`config.mk`:
```
export PLATFORM = sky130hd
export DESIGN_NAME = video_timing_gen
export DESIGN_NICKNAME = d
export VERILOG_FILES = /design/src/rtl/video_timing_gen.sv
export SDC_FILE = /design/constraint.sdc
export NUM_CORES = 1
export LEC_CHECK = 0
export BUFFER_PORTS_ARGS = -buffer_cell sky130_fd_sc_hd__buf_2
export CORE_MARGIN = 1
export CORE_UTILIZATION = 48
export DETAILED_ROUTE_END_ITERATION = 12
export GPL_ROUTABILITY_DRIVEN = 0
export PLACE_DENSITY = 0.68
export SETUP_SLACK_MARGIN = 0.2
export SLEW_MARGIN = 30
export SYNTH_ARGS = -nofsm -noshare
export SYNTH_HDL_FRONTEND = slang
export SYNTH_SLANG_ARGS = --single-unit
```
`constraint.sdc`:
```
create_clock -name clk -period 5.55 [get_ports clk]
set_input_delay 1.3875 -clock clk [delete_from_list [all_inputs] [get_ports clk]]
set_output_delay 1.3875 -clock clk [all_outputs]
set_load 0.01 [all_outputs]
```
`src/rtl/video_timing_gen.sv`:
```
// -----------------------------------------------------------------------------
// video_timing_gen
//
// Video scan address / timing generator. A CNT_W-bit counter q advances once
// per clk_en. Its upper ADDR_W bits form the video address and the low PRE_W
// bits act as a pixel prescaler. Frames alternate between two lengths:
//   long frame  : q runs 0 .. all-ones        with frame_odd = 0
//   short frame : q runs RELOAD .. all-ones   with frame_odd = 1
// A parity bit (pe) selects which frame comes next.
//
// Besides the address, the block produces these outputs:
//   - a one-clk frame_start pulse at every frame boundary
//   - a region flag when the top REGION_BITS of the address equal REGION_VAL
//   - a one-clk row_strobe pulse with the row index, for an external PROM
//   - N_IRQ compare channels. Each has a match level and a sticky pending flag.
//
// All registered outputs are computed from q_next. They therefore change on
// the same edge as video_addr and have no extra latency relative to it.
//
// Ports:
//   clk, rst      clock, synchronous active-high reset
//   clk_en        advance enable for the counter and all timing state
//   video_addr    q[CNT_W-1:PRE_W], combinational from the counter
//   frame_odd     current frame parity (1 = short frame)
//   frame_start   one-clk pulse after the clk_en cycle that wrapped or reloaded
//   region        registered region match flag
//   row_strobe    one-clk pulse when the new q starts a row
//   row_index     row number (q bits above ROW_W), captured at row start
//   cfg_we/sel    channel configuration write strobe and channel select
//   cfg_en/mask/cmp  channel enable, compare mask and compare value
//   irq_ack       per-channel pending clear
//   irq_level     per-channel registered match level
//   irq_pend      per-channel sticky flag, set on a rising match level
// -----------------------------------------------------------------------------
module video_timing_gen #(
   parameter int                              PRE_W       = 2,
   parameter int                              ADDR_W      = 14,
   parameter logic [ADDR_W+PRE_W-1:0]         RELOAD      = 16'hFC00,
   parameter int                              ROW_W       = 8,
   parameter int                              REGION_BITS = 4,
   parameter logic [REGION_BITS-1:0]          REGION_VAL  = 4'hF,
   parameter int                              N_IRQ       = 2,
   parameter int                              SEL_W       = 1
) (
   input  logic                               clk,
   input  logic                               rst,
   input  logic                               clk_en,
   output logic [ADDR_W-1:0]                  video_addr,
   output logic                               frame_odd,
   output logic                               frame_start,
   output logic                               region,
   output logic                               row_strobe,
   output logic [ADDR_W+PRE_W-ROW_W-1:0]      row_index,
   input  logic                               cfg_we,
   input  logic [SEL_W-1:0]                   cfg_sel,
   input  logic                               cfg_en,
   input  logic [ADDR_W-1:0]                  cfg_mask,
   input  logic [ADDR_W-1:0]                  cfg_cmp,
   input  logic [N_IRQ-1:0]                   irq_ack,
   output logic [N_IRQ-1:0]                   irq_level,
   output logic [N_IRQ-1:0]                   irq_pend
);

   localparam int CNT_W = ADDR_W + PRE_W;
   localparam int RI_W  = CNT_W - ROW_W;

   // -------------------------------------------------------------------------
   // Counter state
   // -------------------------------------------------------------------------
   logic [CNT_W-1:0]  q_reg;
   logic              pe_reg;
   logic              frame_start_reg;
   logic              region_reg;
   logic              row_strobe_reg;
   logic [RI_W-1:0]   row_index_reg;

   logic              tc;
   logic [CNT_W-1:0]  q_next;
   logic [ADDR_W-1:0] va_next;
   logic              row_start;
   logic              region_hit;

   // The reload happens only at the end of a long frame (pe = 0). At the end
   // of a short frame the counter simply wraps to zero.
   always_comb begin
      tc         = &q_reg;
      q_next     = (tc && !pe_reg) ? RELOAD : (q_reg + CNT_W'(1));
      va_next    = q_next[CNT_W-1:PRE_W];
      row_start  = (q_next[ROW_W-1:0] == '0);
      region_hit = (va_next[ADDR_W-1 -: REGION_BITS] == REGION_VAL);
   end

   always_ff @(posedge clk) begin
      if (rst) begin
         q_reg           <= '0;
         pe_reg          <= 1'b0;
         frame_start_reg <= 1'b0;
         region_reg      <= 1'b0;
         row_strobe_reg  <= 1'b0;
         row_index_reg   <= '0;
      end else begin
         // The pulses are evaluated on every clk, so each one lasts exactly
         // one clk even when clk_en stays high. Once q has moved on, tc and
         // row_start are no longer true for the same count.
         frame_start_reg <= clk_en && tc;
         row_strobe_reg  <= clk_en && row_start;
         if (clk_en) begin
            q_reg      <= q_next;
            region_reg <= region_hit;
            if (tc) begin
               pe_reg <= ~pe_reg;
            end
            if (row_start) begin
               row_index_reg <= q_next[CNT_W-1:ROW_W];
            end
         end
      end
   end

   assign video_addr  = q_reg[CNT_W-1:PRE_W];
   assign frame_odd   = pe_reg;
   assign frame_start = frame_start_reg;
   assign region      = region_reg;
   assign row_strobe  = row_strobe_reg;
   assign row_index   = row_index_reg;

   // -------------------------------------------------------------------------
   // Compare interrupt channels
   // -------------------------------------------------------------------------
   // Each channel holds its own configuration. A write whose select value does
   // not equal any channel number is ignored, because no channel decodes it.
   // A write in the same cycle as a clk_en evaluation lands on the same edge,
   // so that evaluation still uses the old configuration.
   generate
      for (genvar gi = 0; gi < N_IRQ; gi++) begin : g_ch
         localparam logic [SEL_W-1:0] CH_SEL = SEL_W'(gi);

         logic              en_reg;
         logic [ADDR_W-1:0] mask_reg;
         logic [ADDR_W-1:0] cmp_reg;
         logic              level_reg;
         logic              pend_reg;
         logic              cfg_hit;
         logic              match;

         always_comb begin
            cfg_hit = cfg_we && (cfg_sel == CH_SEL);
            match   = en_reg && ((va_next & mask_reg) == (cmp_reg & mask_reg));
         end

         always_ff @(posedge clk) begin
            if (rst) begin
               en_reg    <= 1'b0;
               mask_reg  <= '0;
               cmp_reg   <= '0;
               level_reg <= 1'b0;
               pend_reg  <= 1'b0;
            end else begin
               if (cfg_hit) begin
                  en_reg   <= cfg_en;
                  mask_reg <= cfg_mask;
                  cmp_reg  <= cfg_cmp;
               end
               if (clk_en) begin
                  level_reg <= match;
               end
               // A new rising edge takes priority over an ack in the same
               // cycle, so the event that caused it is not lost.
               if (clk_en && match && !level_reg) begin
                  pend_reg <= 1'b1;
               end else if (irq_ack[gi]) begin
                  pend_reg <= 1'b0;
               end
            end
         end

         assign irq_level[gi] = level_reg;
         assign irq_pend[gi]  = pend_reg;
      end
   endgenerate

endmodule

```
==> summary.md, run 1 <==
| Metric | Value |
|---|---|
| Total number of vias | 4623 |
| Initial Util | 0.498 |
| Fin. Hold Viols | 0 |
| # rows | 36 |
| Adder-cell share of the synthesized area | 0.00256 |
| Avg Inst Size Synth | 7.64 um2 |
| Main synth FF type | dfxtp_1 |
| Yosys top cell by area | dfxtp_1 |
| Main combinational cell family by area after synthesis | simple AND/OR/NAND/NOR gates |
| Clk root buf | clkbuf_8 |
| CTS clock-pin slew for the worst setup and hold paths | 90 ps |
| Layout cells sized above 1 | 0.158 |
| Final setup violation count | 0 |
| Ys Warns | 0 |
| Slew Limit Fails | 0 |
| Critical path's largest stage delay | 390 ps |
| Area growth from synthesis to layout | 7.72% |
| Worst min path class | flop to flop |
| CP Cell Sequence | buf_2, inv_1, nor2_1, and4_1, o311ai_0, nor4_2, nand4b_1, a2111o_1, o21ai_2 |
| Pwr dens | 246 mW/mm2 |
| DRC Markers | 0 |
| Critical path's slowest cell | a2111o_1 |
| Antenna fix cells | 0 |
| Final non-filler cell total | 791 |
| Post-Synth XOR/XNOR Area | 0.0609 |
| Layout Utilization | 0.537 |
| Post-Syn Nets | 677 |
| Synthesized flop and latch total | 90 |
| Antenna-violating nets left | 0 |
| Chip width | 103 um |
| Crit path kind | input pin to flop |
| RSZ-0062 raised after global routing | false |
| WHS | 455 ps |
| Crit path DAT | 3680 ps |
| Via density | 5.84 |
| Setup TNS | 0 ps |
| Core Area | 0.00982 mm2 |
| Period utilization | 0.606 |
| Total Power | 1.30 mW |
| Max_cap viols | 0 |
| Clock Sinks | 90 |
| Clock Path Buffers | 2 |
| Required @ worst endpoint | 5860 ps |
| Die height | 103 um |
| Ports | 66 |
| Hold_buf cts | 0 |
| Largest net degree at the start of global routing | 89 |
| Count of unique library cells instantiated by Yosys | 66 |
| Synth Area in Simple Gates | 0.286 |
| Inserted Clock Buffers | 9 |
| Commonest non-fill, non-tap cell in the layout | nand2_1 |
| Setup Buffers After CTS | 0 |
| Initial DRT Pass Iterations | 5 |
| Worst slew pin tran | 877 ps |
| Gate Count Post-Synth | 640 |
| Remaining Overflow, GRT | 0 |
| WL per Instance | 16.8 um |
| Final Skew | 10.1 ps |
| Fin nets | 691 |
| Min cycle time layout | 3360 ps |
| Placed Cells | 776 |
| First DRT Iteration DRCs | 500 |
| Most frequent cells in the layout | 154 x nand2_1, 90 x dfxtp_1, 71 x a21oi_1 |
| Number of synthesized flops with an enable pin | 0 |
| GRT Total Usage | 0.262 |
| Ys async rst share | 0 |
| Synth Cell Area | 0.00489 mm2 |
| Worst setup EP type | flop |
| Clock latency on the worst-skew pair | 370 ps |
| CTS tree | built |
| Achievable frequency | 0.297 GHz |
| Crit path max fanout | 21 |
| Lkg Pwr | 2.02 nW |
| Top post-synthesis cells by area | dfxtp_1 37%, nand2_1 12%, a21oi_1 7.3%, buf_4 3.7%, nor2_1 3.5% |
| Worst slew margin | 0.415 |
| Complex-gate fraction of the synthesized area | 0.173 |
| First-pass GRT wire length | 21000 um |
| Element type at the critical path start | input pin |
| Maximum vdd drop | 0.000123 V |
| Mux contribution to synthesized area | 0.0299 |
| Sequential share of the synthesized area | 0.368 |
| Status | completed |
| H-tree levels | 3 |
| DP HPWL | 9450 um |
| WL final | 13300 um |
| PostCTS Resize Cnt | 0 |
| Antenna violations before repair | 0 |
| Vias in the first global route | 4039 |
| I/O Buffers | 65 |
| Total die area | 0.0106 mm2 |
| Synth top area share | 0.368 |
==> critical path: cells and delay by family <==
| family | cells | cell delay [ps] |
|---|---|---|
| buffers and inverters | 2 | 620 |
| AND/OR/NAND/NOR | 4 | 1010 |
| AO/OA/AOI/OAI | 3 | 650 |
==> through the flow <==
stage | worst slack (ps) | cell area [um2]
4_1_cts | 2220 | 5270
6_report | 2190 | 5270
5_1_grt | 2060 | 5270
2_1_floorplan | 2660 | 4890
3_5_place_dp | 1850 | 5050
3_3_place_gp | 1930 | 5050
==> path summary, 6_finish.rpt <==
| check | start | end | slack (ps) | depth (start not counted) |
|---|---|---|---|---|
| setup / recovery | clk_en | g_ch[0].pend_reg | 2190 | 9 |
| hold / removal | g_ch[1].pend_reg | g_ch[1].pend_reg | 460 | 2 |
| hold reg to reg | g_ch[1].pend_reg | g_ch[1].pend_reg | 460 | 2 |
| setup reg to reg | q_reg[0] | g_ch[0].pend_reg | 2410 | 8 |
==> final cells by class <==
cell class / instances / area, um2
clock buffer: 11 / 141
clock inverter: 4 / 76.3
fill: 978 / 4550
inverter: 9 / 33.8
multi-input combinational: 477 / 2710
sequential: 90 / 1800
tap: 133 / 166
timing repair buffer: 67 / 340
==> power breakdown <==
part	leakage [nW]	switching (mW)	total (mW)	internal, mW
combinational	1.18	0.0627	0.102	0.0393
sequential	0.733	0.0245	0.693	0.668
clock	0.106	0.237	0.502	0.265
==> kinds of logic (layout without fill, tap and decap cells) <==
group,after synthesis,after routing
buf+inv,73,91
simple gates,293,293
compound gates,135,135
mux,14,14
fa+ha+maj,1,1
xor+xnor,34,34
flops,90,90
==> metal layers <==
layer,vias to the layer above,share of wire,GRT usage
met4,0,0.030,0.0910
met5,-,0,0
li1,2214,-,-
met1,2152,0.46,0.375
met2,226,0.43,0.392
met3,31,0.074,0.0502
==> synthesized netlist by cell type, types with 3 or more instances <==
cell,count
buf_4,24
a22o_1,3
nand2_1,155
mux2_2,5
nand4_1,8
o21ai_0,17
nor3_1,8
inv_1,9
a21oi_1,71
buf_2,8
a31oi_1,3
buf_1,5
a32oi_1,5
nand3b_1,4
clkbuf_1,25
and3b_1,3
xor2_1,19
xnor2_1,15
nor4b_1,3
a211oi_1,3
nand2b_1,6
nor4_1,4
nor2_1,45
o211ai_1,3
mux2i_1,9
and3_1,7
dfxtp_1,90
nand3_1,24
nand3_2,3
nor2b_1,3
and4_1,3
No activity file was read; power rests on OpenSTA's default activity.
==> run 2, diff against run 1 <==
ABC_AREA = 1   (was not set)
PLACE_DENSITY = 0.69   (was 0.68)
clock period = 3.16 ns   (was 5.55 ns; I/O delays follow)
==> summary.md, run 2 <==
| Metric | Value |
|---|---|
| Inserted Clock Buffers | 9 (unchanged) |
| Clock Path Buffers | 2 (unchanged) |
| I/O Buffers | 65 (unchanged) |
| Largest net degree at the start of global routing | 62 (-30%) |
| Vias in the first global route | 3830 (-5.2%) |
| CTS clock-pin slew for the worst setup and hold paths | 90 ps (about the same) |
| Top post-synthesis cells by area | dfxtp_1 41%, o21ai_0 9.1%, nor2_1 7.9%, nand2_1 6.9%, inv_1 6.5% |
| Synth Area in Simple Gates | 0.298 (+0.0122) |
| Via density | 5.35 (-8.4%) |
| Ys Warns | 0 (unchanged) |
| Post-Place Worst Slack | 831 ps (-1020 ps) |
| Number of synthesized flops with an enable pin | 0 (unchanged) |
| Antenna-violating nets left | 0 (unchanged) |
| GRT Total Usage | 0.250 (-0.0119) |
| Post-Synth XOR/XNOR Area | 0.00198 (-0.0589) |
| Worst min path class | flop to flop |
| Core Area | 0.00881 mm2 (-10%) |
| Antenna fix cells | 0 (unchanged) |
| Count of unique library cells instantiated by Yosys | 31 (-53%) |
| Remaining Overflow, GRT | 0 (unchanged) |
| Worst slew margin | 0.658 (+0.243) |
| Fin nets | 710 (+2.7%) |
| WHS | 453 ps (-1.90 ps) |
| Crit path kind | flop to flop |
| Avg Inst Size Synth | 6.97 um2 (-8.8%) |
| Post-Syn Nets | 671 (-0.89%) |
| Lkg Pwr | 2.27 nW (+13%) |
| Layout Utilization | 0.559 (+0.0226) |
| WL final | 11300 um (-15%) |
| Crit path DAT | 2620 ps (-1060 ps) |
| Main combinational cell family by area after synthesis | simple AND/OR/NAND/NOR gates |
| Ports | 66 (unchanged) |
| Synth top area share | 0.408 (+0.0394) |
| Total die area | 0.00959 mm2 (-9.5%) |
| Complex-gate fraction of the synthesized area | 0.168 (-0.00500) |
| Ys async rst share | 0 (unchanged) |
| Min cycle time layout | 2360 ps |
| Synthesized flop and latch total | 90 (unchanged) |
| Synth Cell Area | 0.00442 mm2 (-9.7%) |
| Maximum vdd drop | 0.000305 V (+150%) |
| Achievable frequency | 0.424 GHz |
| Total number of vias | 4203 (-9.1%) |
| Worst slew pin tran | 512 ps (-365 ps) |
| Area growth from synthesis to layout | 11.4% |
| Period utilization | 0.747 |
| Worst setup EP type | flop |
| # rows | 34 (-5.6%) |
| Clock latency on the worst-skew pair | 370 ps (about the same) |
| Crit path max fanout | 17 (-19%) |
| Commonest non-fill, non-tap cell in the layout | nor2_1 |
| Most common cell in the netlist | nor2_1 |
| Chip width | 98.0 um (-4.9%) |
| Initial Util | 0.502 (+0.00363) |
| First-pass GRT wire length | 18900 um (-10%) |
| Failing checks | DRC |
| Yosys top cell by area | dfxtp_1 |
| Final Skew | 9.98 ps (-0.116 ps) |
| Initial DRT Pass Iterations | 9 (+4) |
| First DRT Iteration DRCs | 278 (-44%) |
| Max_cap viols | 0 (unchanged) |
| Required @ worst endpoint | 3410 ps (-2450 ps) |
| Clk root buf | clkbuf_8 |
| Setup Buffers After CTS | 0 (unchanged) |
| DP HPWL | 8290 um (-12%) |
| Adder-cell share of the synthesized area | 0.00283 (+0.000274) |
| Post-synth top cells | 93 x nor2_1, 90 x dfxtp_1, 81 x nand2_1 |
| Layout cells sized above 1 | 0.170 (+0.0118) |
| Sequential share of the synthesized area | 0.408 (+0.0394) |
| PostCTS Resize Cnt | 0 (unchanged) |
| Fin. Hold Viols | 0 (unchanged) |
| Slew Limit Fails | 0 (unchanged) |
| Pwr dens | 505 mW/mm2 (+110%) |
| RSZ-0062 raised after global routing | false |
| Element type at the critical path start | flop |
| Main synth FF type | dfxtp_1 |
| Most frequent cells in the layout | 93 x nor2_1, 90 x dfxtp_1, 81 x nand2_1 |
| Total Power | 2.49 mW (+92%) |
| H-tree levels | 3 (unchanged) |
| CTS tree | built |
| Setup TNS | 0 ps (unchanged) |
| Clock Sinks | 90 (unchanged) |
| Die height | 98.0 um (-4.9%) |
| Hold_buf cts | 0 (unchanged) |
| Mux contribution to synthesized area | 0 (-0.0299) |
| DRC Markers | 4 (+4) |
| Status | finished with violations |
| Antenna violations before repair | 0 (unchanged) |
| Gate Count Post-Synth | 634 (-0.94%) |
| PnR worst setup slack | 799 ps (-1390 ps) |
| Final setup violation count | 0 (unchanged) |
| WL per Instance | 14.4 um (-14%) |
## run 2: cell count changes after synthesis, moves of 8 or more
cell     previous run  this run
mux2i_1             9         0
inv_1               9        77
nand4_1             8        22
a21oi_1            71        55
nand2_1           155        81
xnor2_1            15         0
buf_2               8         0
nor2_1             45        93
nand2_2             0         8
nand3_1            24        49
o21ai_0            17        80
xor2_1             19         1
## run 2: final timing paths
path,cells after the start,from,to,slack (ps)
max,12,q_reg[1],row_index[0],800
min,2,row_index[6],row_index[6],450
max reg2reg,12,q_reg[1],row_index[0],800
min reg2reg,2,row_index[6],row_index[6],450
## run 2: cells by family after synthesis
kind of cell | Yosys count
DFF | 90
AOI/OAI and AO/OA | 143
xor gates and xnor gates | 1
and+or+nand+nor | 278
buffers and inverters | 121
adders and majority gates | 1
## run 2: layout make-up
cell class | count | area [um2]
timing repair buffer | 71 | 383
clock inverter | 5 | 104
tap | 108 | 135
inverter | 78 | 293
clock buffer | 10 | 128
fill | 872 | 3880
sequential | 90 | 1800
multi-input combinational | 423 | 2080
## run 2: worst max-delay path: stages (launching register included)
cell	delay, ps
dfxtp_1	400
ha_1	230
nand2_2	90
nor2_4	150
nand2_4	90
nor2_8	110
nand2_4	140
nand2_2	130
nand2_2	50
nor2_2	130
nand4_2	330
o21ai_0	320
a21oi_1	70
## run 2: routing by layer
metal / track usage / vias to the layer above / routed length (um)
li1: - / 2148 / -
met1: 0.357 / 1910 / 5390
met2: 0.381 / 125 / 5090
met3: 0.0372 / 20 / 622
met4: 0.0967 / 0 / 223
met5: 0 / - / 0
## run 2: power by group
group          leakage [nW]  switching (mW)  total (mW)  internal, mW
sequential            0.740          0.0496        1.25          1.20
combinational          1.42           0.192       0.301         0.108
clock                 0.116           0.413       0.935         0.522
total                  2.27           0.655        2.49          1.83
## run 2: through the flow
step	area [um2]	cells
after global placement	4690	770
after floorplan	4420	634
after detailed placement	4690	770
after CTS	4920	785
final	4920	785
after global routing	4920	785
==> run 3, diff against run 2 <==
ABC_AREA = 0   (was 1)
PLACE_DENSITY = 0.68   (was 0.69)
clock period = 2.5 ns   (was 3.16 ns; I/O delays follow)
==> summary.md, run 3 (synthesis gave the netlist of run 1 again) <==
| Metric | Value |
|---|---|
| Layout Utilization | 0.620 (+0.0607) |
| Achievable frequency | 0.416 GHz (-1.7%) |
| Placed Cells | 823 (+6.9%) |
| Min cycle time layout | 2400 ps (+41.9 ps) |
| Clock Path Buffers | 2 (unchanged) |
| Total number of vias | 4991 (+19%) |
| Critical path's slowest cell | dfxtp_4 |
| Reg2reg start | q_reg[2] |
| Final non-filler cell total | 858 (+9.3%) |
| Initial Util | 0.498 (-0.00363) |
| Layout cells sized above 1 | 0.298 (+0.128) |
| Clock Sinks | 90 (unchanged) |
| Placement Cell Area | 0.00546 mm2 (+16%) |
| CP Cell Sequence | buf_4, nand4_1, nor2_2, buf_4, o21ai_2, mux2_2, nor4_2, nor4b_4, o2111ai_2, o21ai_1 |
| Most common cell on crit path | buf_4 |
| Worst slew pin tran | 868 ps (+356 ps) |
| Lkg Pwr | 2.45 nW (+8.0%) |
| Critical path's largest stage delay | 410 ps (about the same) |
| CTS tree | built |
| Inserted Clock Buffers | 9 (unchanged) |
| Crit path max fanout | 6 (-11) |
| # rows | 36 (+5.9%) |
| Reg2reg setup slack | 100 ps (-700 ps) |
| First-pass GRT wire length | 23100 um (+22%) |
| WL final | 14900 um (+31%) |
| Fin nets | 757 (+6.6%) |
| Worst setup EP type | flop |
| Worst min path class | flop to flop |
| Most frequent cells in the layout | 155 x nand2_1, 76 x dfxtp_1, 70 x a21oi_1 |
| FILL cells | 899 (+3.1%) |
| Die height | 103 um (+5.1%) |
| Clock latency on the worst-skew pair | 380 ps (about the same) |
| Final setup violation count | 0 (unchanged) |
| Crit path kind | flop to flop |
| Via density | 5.82 (+8.6%) |
| Period utilization | 0.961 (+0.214) |
| Hold depth | 2 (unchanged) |
| Min-delay src | g_ch[1].pend_reg |
| First DRT Iteration DRCs | 488 (+76%) |
| Ports | 66 (unchanged) |
| Hold EP | g_ch[1].pend_reg |
| Remaining Overflow, GRT | 0 (unchanged) |
| RR Endpoint | g_ch[1].pend_reg |
| GRT Total Usage | 0.286 (+0.0363) |
| Core Area | 0.00982 mm2 (+12%) |
| WL per Instance | 17.3 um (+20%) |
| Worst slew margin | 0.421 (-0.237) |
| Chip width | 103 um (+5.1%) |
| Required @ worst endpoint | 2820 ps (-590 ps) |
| Vias in the first global route | 4521 (+18%) |
| Fin. Hold Viols | 0 (unchanged) |
| Slew Limit Fails | 0 (unchanged) |
| CTS clock-pin slew for the worst setup and hold paths | 100 ps (about the same) |
| H-tree levels | 3 (unchanged) |
| Hold_buf cts | 0 (unchanged) |
| R2R depth | 10 (-2) |
| Antenna fix cells | 0 (unchanged) |
| I/O Buffers | 65 (unchanged) |
| DP HPWL | 10500 um (+26%) |
| Antenna violations before repair | 0 (unchanged) |
| Max_cap viols | 0 (unchanged) |
| Final Skew | 6.62 ps (-3.36 ps) |
| Initial DRT Pass Iterations | 5 (-4) |
| Element type at the critical path start | flop |
| Area growth from synthesis to layout | 24.4% |
| Antenna-violating nets left | 0 (unchanged) |
| Largest net degree at the start of global routing | 89 (+44%) |
| Final non-filler cell area | 0.00609 mm2 (+24%) |
| Crit path DAT | 2720 ps (+100 ps) |
| Status | completed |
| DRC Markers | 0 (-4) |
| RSZ-0062 raised after global routing | true |
| Setup TNS | 0 ps (unchanged) |
| Clk root buf | clkbuf_8 |
| Commonest non-fill, non-tap cell in the layout | nand2_1 |
| Pwr dens | 482 mW/mm2 (-4.6%) |
| Maximum vdd drop | 0.000379 V (+24%) |
| Total die area | 0.0106 mm2 (+10%) |
-- run 3: worst max-delay path by stage --
| stage | slack (ps) | end | from | cells past startpoint |
|---|---|---|---|---|
| floorplan | 210 | g_ch[0].pend_reg | q_reg[0] | 9 |
| CTS | 80 | g_ch[0].pend_reg | q_reg[1] | 9 |
| finish | 100 | g_ch[1].pend_reg | q_reg[2] | 10 |
| global route | -8 | g_ch[1].pend_reg | q_reg[2] | 10 |
| global placement | -100 | g_ch[1].pend_reg | q_reg[0] | 9 |
| detailed placement | -130 | g_ch[1].pend_reg | q_reg[0] | 9 |
-- run 3: repair_timing --
item	CTS	global route
cloned	0	1
setup endpoints to repair	12	12
pin swaps	9	20
resized for setup	26	39
setup buffers	3	15
-- run 3: worst max-delay path: cells and delay by family, from the launching register on --
family	cells	cell delay (ps)
buffers and inverters	2	300
AO/OA/AOI/OAI	3	370
flip-flops	1	410
AND/OR/NAND/NOR	4	970
multiplexers	1	280
-- run 3: final cells by class --
cell class                      count  area, um2  area share
Clock buffer                        9        124      0.0203
Clock inverter                      7       98.8      0.0162
Inverter                            9       33.8     0.00555
Multi-Input combinational cell    478       2980       0.489
Sequential cell                    90       1830       0.300
Tap cell                          133        166      0.0273
Timing Repair Buffer              132        860       0.141
-- run 3: report_power, final --
group	internal, mW	total, mW	switching (mW)
registers	1.48	1.54	0.0573
logic	0.110	0.260	0.151
clock network	0.572	1.13	0.561
total	2.16	2.93	0.769
-- run 3: through the flow --
step                      total power, mW  hold WS [ps]  worst slack, ps
after floorplan                      1.71           428              215
final                                2.93           453             97.0
after detailed placement             1.82           443             -135
after global placement               1.81           437            -95.0
after CTS                            2.94           458             80.1
after global routing                 3.05           471            -8.11
-- run 3: layer usage --
metal | part of all wire | global-route usage | wire [um]
met5 | 0 | 0 | 0
met4 | 0.037 | 0.122 | 550
met3 | 0.086 | 0.0583 | 1280
met2 | 0.44 | 0.436 | 6610
met1 | 0.43 | 0.393 | 6430
